===== config.mk =====
export PLATFORM = sky130hd
export DESIGN_NAME = radio86_bus
export DESIGN_NICKNAME = d
export VERILOG_FILES = /design/src/rtl/radio86_pkg.sv /design/src/rtl/radio86_decode.sv /design/src/rtl/radio86_bus.sv
export SDC_FILE = /design/constraint.sdc
export NUM_CORES = 1
export LEC_CHECK = 0
export ABC_CLOCK_PERIOD_IN_PS = 2000
export BUFFER_PORTS_ARGS = -buffer_cell sky130_fd_sc_hd__buf_2
export CAP_MARGIN = 20
export CORE_MARGIN = 1.5
export CORE_UTILIZATION = 25
export DETAILED_ROUTE_END_ITERATION = 7
export GPL_TIMING_DRIVEN = 0
export PLACE_DENSITY = 0.58
export SLEW_MARGIN = 10
export SYNTH_ARGS = -nofsm -noshare
export SYNTH_HDL_FRONTEND = slang
export SYNTH_SLANG_ARGS = --single-unit

===== constraint.sdc =====
create_clock -name clock -period 2 [get_ports clock]
set_clock_uncertainty 0.2 [all_clocks]
set_input_delay 0.3 -clock clock [delete_from_list [all_inputs] [get_ports clock]]
set_output_delay 0.3 -clock clock [all_outputs]
set_load 0.05 [all_outputs]

===== src/rtl/radio86_pkg.sv =====
// Radio-86RK bus: shared memory-map constants and select encoding.
// Imported by the decoder, the bus sequencer and the debugger.
package radio86_pkg;

  localparam logic [15:0] RAM_TOP   = 16'h7FFF;
  localparam logic [15:0] PPI0_BASE = 16'h8000;
  localparam logic [15:0] PPI1_BASE = 16'hA000;
  localparam logic [15:0] CRTC_BASE = 16'hC000;
  localparam logic [15:0] DMA_BASE  = 16'hE000;
  localparam logic [15:0] ROM_BASE  = 16'hF800;

  localparam int DIV_MIN = 4;

  typedef enum logic [2:0] {
    SEL_RAM,
    SEL_IO0,
    SEL_IO1,
    SEL_IO2,
    SEL_IO3,
    SEL_ROM
  } sel_t;

endpackage


===== src/rtl/radio86_decode.sv =====
// Radio-86RK address decoder: CPU address to target select and
// one-hot I/O window chip select.
module radio86_decode
  import radio86_pkg::*;
(
  input  logic [15:0] cpu_address,
  output sel_t        sel,
  output logic [3:0]  io_cs
);

  always_comb begin
    sel   = SEL_RAM;
    io_cs = 4'b0000;
    unique case (1'b1)
      cpu_address <= RAM_TOP: begin
        sel = SEL_RAM;
      end
      cpu_address >= PPI0_BASE &&
      cpu_address <  PPI1_BASE: begin
        sel   = SEL_IO0;
        io_cs = 4'b0001;
      end
      cpu_address >= PPI1_BASE &&
      cpu_address <  CRTC_BASE: begin
        sel   = SEL_IO1;
        io_cs = 4'b0010;
      end
      cpu_address >= CRTC_BASE &&
      cpu_address <  DMA_BASE: begin
        sel   = SEL_IO2;
        io_cs = 4'b0100;
      end
      cpu_address >= DMA_BASE &&
      cpu_address <  ROM_BASE: begin
        sel   = SEL_IO3;
        io_cs = 4'b1000;
      end
      cpu_address >= ROM_BASE: begin
        sel = SEL_ROM;
      end
      default: ;
    endcase
  end

endmodule


===== src/rtl/radio86_bus.sv =====
// Radio-86RK CPU bus sequencer: slot timing, CPU enable, read
// capture, single write commit and interleaved video-DMA reads.
module radio86_bus
  import radio86_pkg::*;
#(
  parameter int DIV    = 4,
  parameter int ROM_AW = 11
) (
  input  logic              clock,
  input  logic              reset_n,
  input  logic              halt,
  input  logic [15:0]       cpu_address,
  input  logic [7:0]        cpu_out,
  input  logic              cpu_we,
  output logic [7:0]        cpu_in,
  output logic              cpu_ce,
  output logic [14:0]       ram_address,
  input  logic [7:0]        ram_in,
  output logic [7:0]        ram_out,
  output logic              ram_we,
  output logic [ROM_AW-1:0] rom_address,
  input  logic [7:0]        rom_in,
  output logic [3:0]        io_cs,
  output logic [1:0]        io_address,
  input  logic [7:0]        io_in,
  output logic [7:0]        io_out,
  output logic              io_we,
  input  logic              dma_req,
  input  logic [14:0]       dma_addr,
  output logic              dma_ack,
  output logic [7:0]        dma_data
);

  localparam int PW = $clog2(DIV);
  localparam logic [PW-1:0] PH_RD   = PW'(1);
  localparam logic [PW-1:0] PH_DMA  = PW'(DIV - 2);
  localparam logic [PW-1:0] PH_LAST = PW'(DIV - 1);

  if (DIV < DIV_MIN || DIV > 64) begin : g_bad_div
    $error("radio86_bus: DIV out of range");
  end

  logic [PW-1:0] ph;
  logic          pend;
  logic          last;
  logic          dma_slot;
  logic [7:0]    rd_mux;
  sel_t          sel;

  radio86_decode u_decode (
    .cpu_address (cpu_address),
    .sel         (sel),
    .io_cs       (io_cs)
  );

  assign last     = (ph == PH_LAST);
  assign dma_slot = (ph == PH_DMA) && dma_req;

  // Writes are only strobed in the enable clock, so a held
  // cpu_we commits once per T-state, never twice.
  assign cpu_ce = reset_n & last & ~halt;
  assign ram_we = cpu_ce & cpu_we & (sel == SEL_RAM);
  assign io_we  = cpu_ce & cpu_we & (|io_cs);

  assign ram_address = dma_slot ? dma_addr
                                : cpu_address[14:0];
  assign ram_out     = cpu_out;
  assign io_out      = cpu_out;
  assign io_address  = cpu_address[1:0];
  assign rom_address = cpu_address[ROM_AW-1:0];

  always_comb begin
    rd_mux = io_in;
    unique case (sel)
      SEL_RAM: rd_mux = ram_in;
      SEL_ROM: rd_mux = rom_in;
      default: rd_mux = io_in;
    endcase
  end

  always_ff @(posedge clock) begin
    if (!reset_n) begin
      ph       <= '0;
      pend     <= 1'b0;
      cpu_in   <= 8'h00;
      dma_ack  <= 1'b0;
      dma_data <= 8'h00;
    end else begin
      ph      <= last ? '0 : ph + PW'(1);
      dma_ack <= last & pend;
      if (last)
        pend <= 1'b0;
      else if (dma_slot)
        pend <= 1'b1;
      if (last && pend)
        dma_data <= ram_in;
      if (ph == PH_RD)
        cpu_in <= rd_mux;
    end
  end

endmodule


; ---- After elaboration in Yosys (flattened, before gate mapping)
; Index checks and enable logic that the tools add are counted.
[classes]
n_addsub = 1
n_lt_le_gt_ge = 9
n_eq_ne = 4
n_mux = 4
bitwise_logic = 8
n_reduce_logical = 9
[ops]
columns = op, count
row1 = $ge 16x16->1 const B, 5
row2 = $lt 16x16->1 const B, 4
row3 = $pmux 4 s4, 1
row4 = $pmux 8 s2, 1
row5 = $mux 15, 1
row6 = $pmux 3 s5, 1
row7 = $and 1x1->1, 6
row8 = $logic_and 1x1->1, 6
row9 = $eq 2x2->1 const B, 2
row10 = $reduce_or 4->1, 1
row11 = $eq 3x3->1 const B, 1
row12 = $logic_not 3->1, 1
row13 = $add 2x1->2 const B, 1
row14 = $eq 2x1->1 const B, 1
row15 = $not 1->1, 2
row16 = $reduce_or 2->1, 1
[totals]
reg_bits = 20
in_bits = 68
out_inout_bits = 68

; ---- Logic depth before layout (Yosys ltp)
; Gate-level depths: netlist (run 1).
[depth]
ltp_word = 5
ltp_mapped = 5

; ---- Cells and area by module
; A second synthesis (run 1) with hierarchy kept.
[hier_totals]
hier_cells = 169
hier_area_um2 = 1450.1
[modules_own_cells]
columns = mod, instances, cells_each, area_each_um2, seq_area_each_um2
row1 = radio86_bus, 1, 159, 1381.3, 400.4
row2 = radio86_decode, 1, 10, 68.8, 0.0

; ---- Least setup slack after synthesis (run 1)
; OpenSTA, ideal clock, no wires.
[synth_timing]
path_kind = reg2out
start = register ph[0]
end = output port io_we
arrival_ns = 1.827
required_time_ns = 1.500
path_slack_ns = -0.327
stages_incl_launch_ff = 5
cell_sequence = dfxtp_1 -> ha_1 -> and3b_1 -> nand2_1 -> nor2_1
[synth_between]
elab_chain_len = 5
[synth_rtl]
columns = item, line_no
row1 = start: declaration, radio86_bus.sv:43  ; logic [PW-1:0] ph;
row2 = start signal: assignment, radio86_bus.sv:89  ; ph <= last ? '0 : ph + PW'(1);
row3 = $eq 2x2->1, radio86_bus.sv:56  ; assign last = (ph == PH_LAST);
row4 = $and 1x1->1 (2 in a row), radio86_bus.sv:61  ; assign cpu_ce = reset_n & last & ~halt;
row5 = named net cpu_ce, radio86_bus.sv:16  ; output logic cpu_ce,
row6 = $and 1x1->1 (2 in a row), radio86_bus.sv:63  ; assign io_we = cpu_ce & cpu_we & (|io_cs);
row7 = end: declaration, radio86_bus.sv:27  ; output logic io_we,
; The timed path passes the listed nets, and every way through them passes these cells.

; ---- Worst setup path after layout (run 1)
[layout_timing]
start = register ph[0]
end = output port ram_address[8]
[layout_between]
elab_chain_len = 3
[layout_rtl]
columns = item, line_no
row1 = $eq 2x2->1, radio86_bus.sv:57  ; assign dma_slot = (ph == PH_DMA) && dma_req;
row2 = $logic_and 1x1->1, radio86_bus.sv:57
row3 = $mux 15, radio86_bus.sv:65  ; assign ram_address = dma_slot ? dma_addr
row4 = end: declaration, radio86_bus.sv:17  ; output logic [14:0] ram_address,
; No other way between the ends.

==> impl_results.md, run 1 <==
- Reg2Reg Setup Slack: 0.30 ns
- Number of I/O pins: 136
- Power Density: 570 nW/um2
- Clock sink count: 20
- Post-synthesis mux area share: 11.6%
- Max cap viols: 0
- Startpoint types: flip-flop
- CP Cell Sequence: inv_2, ha_4, nand2_8, buf_8, mux2_4, buf_8
- Most frequent CP cell: buf_8
- Die Wd: 79.3 um
- LEAKAGE: 1.31 nW
- Synth-to-layout area growth: 77.8%
- RR Startpoint: ph[0]
- Worst VDD drop: 0.317 mV
- Final Cell Area: 2590 um2
- Vias in the first global route: 1,610
- Syn nets: 234
- Crit-path slowest cell: dfxtp_2
- Detailed Route Iter0 Violations: 31
- Initial antenna violation count: 0
- Synth Area in Adders: 2.58%
- Yosys cell types: 25
- CTS Buffer Depth: 2
- Worst EP arrival: 1.50 ns
- Worst hold endpoint: dma_data[6]
- Final wirelength: 5440 um
- Die ar.: 6290 um2
- First-pass GRT wire length: 7840 um
- Final antenna-violating net count: 0
- # rows: 27
- Met3 Routed Length: 513 um
- Cell area after synthesis: 1460 um2
- Drt pass-1 iters: 4
- Status: complete, but fails checks
- Root Driver: clkbuf_8
- WL/cell: 14.7 um
- Detail Placement HPWL: 4140 um
- Area after DPL: 2200 um2
- Final #Nets: 372
- Via count: 1,675
- Post-Synth XOR/XNOR Area: 0%
- Grt ovf: 0
- Initial Util: 26.1%
- CTS buffer count: 3
- Final Hold Fails: 0
- Worst Max-Slew Pin Slew: 0.535 ns
- Setup CP Type: flip-flop to output port
- Final Setup Violations: 1
- CTS tree: done
- Synth Register Bits: 20
- YS warnings: 0
- PortBufs: 127
- Critical Path Fanout Max: 5
- RSZ-0062 raised after global routing: true
- Period utilization: 100%
- FF-to-FF End: cpu_in[0]
- Worst r2r path cells: 5
- Met1 WL: 2160 um
- Hold_sp: ram_in[6]
- Max Used Layer: met4
- Setup ws final: -0.00123 ns
- Max Fclk: 500 MHz
- CP max stage delay: 0.34 ns
- Largest family of logic cells by synthesized area: simple AND/OR/NAND/NOR gates
- Post-Syn Area per Cell: 8.93 um2
- Layout cell share with drive strength beyond 1: 68.9%
- Violations in the final reports: negative setup slack
- Gr usage total: 16.0%
- Routed vias/inst: 4.51
- H-tree levels: 1
- Most common cell after layout, fill and taps aside: buf_2
- Metal2 WL: 2750 um
- Core Util, Final: 46.4%
- Pin count of the biggest net entering global routing: 11
- # fillers: 571
- Routability cong.: 0.710
- Max Slew Vio Count: 0
- Worst Hold Class: input port to flip-flop
- Synth Instances: 163
- Core Footprint: 5570 um2
- Tmin final: 2.00 ns
- Antenna diodes: 0
- Most frequent cells in the layout: buf_2, buf_4, dfxtp_1
- Synth Area in Compound Gates: 16.7%
- CTS Hold Bufs: 0
- Slew HR: 64.3%
- Critical Path RT: 1.50 ns
- Min-Delay Path Depth: 3
- Later-pin clock latency in the skew report: 0.25 ns
- Seq/Total Area, Yosys: 27.5%
- Clock slew at the register clock pins of the worst setup and hold paths: 0.07 ns
- Simple-gate share of the synthesized area: 21.5%
- Crit end category: output port
- Die H: 79.3 um
- # DRC: 0
==> cells in the mapped netlist (all sizes together) <==
library cell | n | area share, %
o21ai | 8 | 2.8
a21oi | 1 | 0.34
nand3 | 16 | 5.5
dfxtp | 20 | 28
a21boi | 9 | 4.6
a41oi | 8 | 8.9
or2b | 1 | 0.52
inv | 2 | 0.52
and3 | 2 | 0.86
nand4 | 9 | 4.3
mux2 | 15 | 12
buf | 33 | 17
and3b | 2 | 1.3
nand2b | 8 | 3.4
nor2 | 6 | 1.5
clkbuf | 6 | 2.2
ha | 3 | 2.6
nand2 | 13 | 3.5
nor3b | 1 | 0.52
==> report_power, final <==
group,switching (mW),total [mW],internal (mW)
Clock,0.122,0.256,0.134
Sequential,0.0167,0.444,0.427
Combinational,0.475,0.776,0.301
==> logic make-up after synthesis <==
logic type                 after synthesis
AOI/OAI and AO/OA                       26
adders and majority gates                3
buffers and inverters                   41
DFF                                     20
muxes                                   15
and+or+nand+nor                         58
==> worst max path at each step <==
stage | from | cells past startpoint | endpoint
final | ph[0] | 6 | ram_address[8]
after global routing | ph[0] | 6 | ram_address[8]
after CTS | ph[0] | 6 | ram_address[8]
after detailed placement | ph[0] | 6 | ram_address[8]
after global placement | ph[0] | 6 | ram_address[8]
after floorplan | ph[0] | 4 | io_we
==> sequential cells by signal (all words and copies together), names as in the netlist <==
name,cells
dma_ack,1
cpu_in,8
dma_data,8
pend,1
ph,2
==> what timing repair did <==
item,4_1_cts,5_1_grt
setup buffers,5,0
cloned,1,0
setup endpoints to repair,17,15
resized for setup,79,2
pin swaps,2,2
==> layer usage <==
metal  vias up  GRT usage (%)
li1        824              -
met3         2           3.45
met2        91           30.1
met5         -              0
met4         0           3.86
met1       758           18.1
==> through the flow <==
| stage | std cells | total power [mW] | setup TNS, ns | setup WS [ns] | hold WS, ns |
|---|---|---|---|---|---|
| final | 371 | 1.48 | -0.00123 | -0.00123 | 0.128 |
| after CTS | 371 | 1.49 | -0.0457 | -0.0171 | 0.122 |
| after detailed placement | 362 | 1.10 | -0.745 | -0.0911 | 0.257 |
| after global placement | 362 | 1.10 | -0.691 | -0.0872 | 0.249 |
| after global routing | 371 | 1.54 | -0.374 | -0.0511 | 0.142 |
| after floorplan | 163 | 0.923 | -0.0122 | -0.0122 | 0.233 |
==> worst max-delay path, delay by kind of cell, from the launching register on <==
family / cells / cell delay, ns
multiplexers: 1 / 0.32
adder cells (fa/ha/maj): 1 / 0.17
flip-flops: 1 / 0.34
AND/OR/NAND/NOR: 1 / 0.09
buffers and inverters: 3 / 0.32
==> layout make-up <==
type | count | area (um2) | share of cell area (%)
Buffer | 39 | 293 | 11.3
Clock buffer | 3 | 41.3 | 1.60
Tap cell | 72 | 90.1 | 3.48
Multi-Input combinational cell | 102 | 876 | 33.8
Sequential cell | 20 | 405 | 15.7
Inverter | 2 | 7.51 | 0.290
Timing Repair Buffer | 133 | 875 | 33.8
Power figures use the tool's default switching activity.
==> run 2, diff against run 1 <==
Settings changed: CORE_ASPECT_RATIO set to 1.75.
==> run 2 against run 1 <==
- the flow still finishes with violations (negative setup slack)
- cell count rose by 1.3%
- register-to-register slack improved by 0.10 ns
- clock power rose by 19%
- clock-buffer cell count rose by 1
- non-clock buffer count did not move
- wire length fell by 4.2%
- hold slack got worse by 0.0044 ns
- largest power group unchanged
==> impl_results.md, run 2 (same netlist as run 1, synthesis figures left out) <==
- Final Hold Fails: 0 (unchanged)
- # DRC: 0 (unchanged)
- Worst EP arrival: 1.52 ns (was 1.50 ns)
- First-pass GRT wire length: 7750 um (was 7840 um)
- Gr usage total: 15.8% (was 16.0%)
- Number of I/O pins: 136 (unchanged)
- Period utilization: 101% (was 100%)
- Final #Nets: 372 (unchanged)
- Power Density: 582 nW/um2 (was 570 nW/um2)
- Later-pin clock latency in the skew report: 0.25 ns (about the same)
- Reg2Reg Setup Slack: 0.40 ns (was 0.30 ns)
- Detail Placement HPWL: 4200 um (was 4140 um)
- Status: complete, but fails checks (unchanged)
- Crit path to: ram_address[11] (was ram_address[8])
- Vias in the first global route: 1,688 (was 1,610)
- PortBufs: 127 (unchanged)
- Clock sink count: 20 (unchanged)
- Via count: 1,669 (was 1,675)
- Max cap viols: 0 (unchanged)
- Most frequent cells in the layout: buf_2, buf_4, dfxtp_1 (unchanged)
- Core Footprint: 5590 um2 (was 5570 um2)
- Initial antenna violation count: 0 (unchanged)
- Root Driver: clkbuf_8 (unchanged)
- Tmin final: 2.02 ns (was 2.00 ns)
- Pwr Total: 1.51 mW (was 1.48 mW)
- Die H: 104 um (was 79.3 um)
- Die ar.: 6310 um2 (was 6290 um2)
- FF-to-FF End: cpu_in[6] (was cpu_in[0])
- CTS Hold Bufs: 0 (unchanged)
- Hold_sp: ram_in[4] (was ram_in[6])
- Critical Path RT: 1.50 ns (about the same)
- Fin Hold WS: 0.124 ns (was 0.128 ns)
- Critical Path Fanout Max: 5 (unchanged)
- Worst Hold Class: input port to flip-flop (unchanged)
- Final wirelength: 5220 um (was 5440 um)
- Setup ws final: -0.0167 ns (was -0.00123 ns)
- Grt ovf: 0 (unchanged)
- Largest regs: cpu_in: 8 flops, dma_data: 8 flops, ph: 2 flops (unchanged)
- WL/cell: 13.9 um (was 14.7 um)
- Startpoint types: flip-flop (unchanged)
- # rows: 36 (was 27)
- Slew HR: 64.9% (was 64.3%)
- RSZ-0062 raised after global routing: true (unchanged)
- Worst VDD drop: 0.439 mV (was 0.317 mV)
- Max Slew Vio Count: 0 (unchanged)
- Setup crit start: ph[0] (unchanged)
- Pin count of the biggest net entering global routing: 12 (was 11)
- Drt pass-1 iters: 4 (unchanged)
- Crit end category: output port (unchanged)
- Setup CP Type: flip-flop to output port (unchanged)
- Final Setup Violations: 15 (was 1)
- Violations in the final reports: negative setup slack (unchanged)
- H-tree levels: 1 (unchanged)
- Layout cell share with drive strength beyond 1: 69.0% (was 68.9%)
- Final antenna-violating net count: 0 (unchanged)
- Detailed Route Iter0 Violations: 28 (was 31)
- Die Wd: 60.7 um (was 79.3 um)
- Min-Delay Path Depth: 3 (unchanged)
- CTS buffer count: 3 (unchanged)
- Initial Util: 26.1% (about the same)
- Worst Max-Slew Pin Slew: 0.527 ns (was 0.535 ns)
- Worst r2r path cells: 5 (unchanged)
- Max Fclk: 496 MHz (was 500 MHz)
- Routability cong.: 0.757 (was 0.710)
- Antenna diodes: 0 (unchanged)
- CTS Buffer Depth: 2 (unchanged)
- Most common cell after layout, fill and taps aside: buf_2 (unchanged)
- CTS tree: done (unchanged)
- Pre-CTS setup slack: -0.116 ns (was -0.0911 ns)
- RR Startpoint: ph[0] (unchanged)
- Routed vias/inst: 4.44 (was 4.51)
- LEAKAGE: 1.32 nW (was 1.31 nW)
- Synth-to-layout area growth: 78.4% (was 77.8%)
- Clock slew at the register clock pins of the worst setup and hold paths: 0.07 ns (about the same)
==> run 2: cell count changes in the layout (fill, tap and decap cells not counted), sizes merged <==
cell / change
clkbuf: +1
==> run 2: metrics by stage <==
step | setup TNS (ns) | util, % | cell area, um2 | instances
after detailed placement | -1.08 | 39.4 | 2200 | 366
after global routing | -0.798 | 46.5 | 2600 | 376
after CTS | -1.06 | 46.4 | 2590 | 376
final | -0.0558 | 46.5 | 2600 | 376
after floorplan | -0.0122 | - | 1470 | 163
after global placement | -1.08 | 39.4 | 2200 | 366
==> run 2: area by class of cell <==
type                            instances  area [um2]
Sequential cell                        20         405
Fill cell                             589        2990
Buffer                                 38         278
Timing Repair Buffer                  134         878
Multi-Input combinational cell        102         877
Inverter                                2        7.51
Tap cell                               76        95.1
Clock buffer                            4        55.1
==> run 2: power breakdown <==
group	leakage, nW	switching (mW)	internal [mW]	total, mW
combinational	1.13	0.466	0.297	0.763
sequential	0.164	0.0175	0.426	0.444
clock	0.0288	0.129	0.175	0.304
==> run 2: timing repair <==
action                     in CTS  in global routing
pin swaps                       3                  2
setup buffers                   5                  2
resized for setup              76                  7
gates cloned                    1                  0
setup endpoints to repair      17                 17
==> run 2: how the worst min path moves through the flow <==
stage                        endpoint
after global routing      dma_data[4]
after detailed placement        ph[0]
after floorplan                 ph[0]
after global placement    dma_data[2]
after CTS                 dma_data[2]
final                     dma_data[4]
==> run 2: metal layers <==
metal  wire [um]  GRT usage (%)
met1        1720           15.3
met2        2920           31.9
met3         552           2.74
met4          31           3.42
met5           0              0
==> run 2: critical path, stage by stage, from the launching register on <==
cell     delay (ns)
dfxtp_4        0.36
inv_2          0.04
ha_4           0.16
nand2_4        0.10
buf_8          0.13
mux2_4         0.32
buf_8          0.15
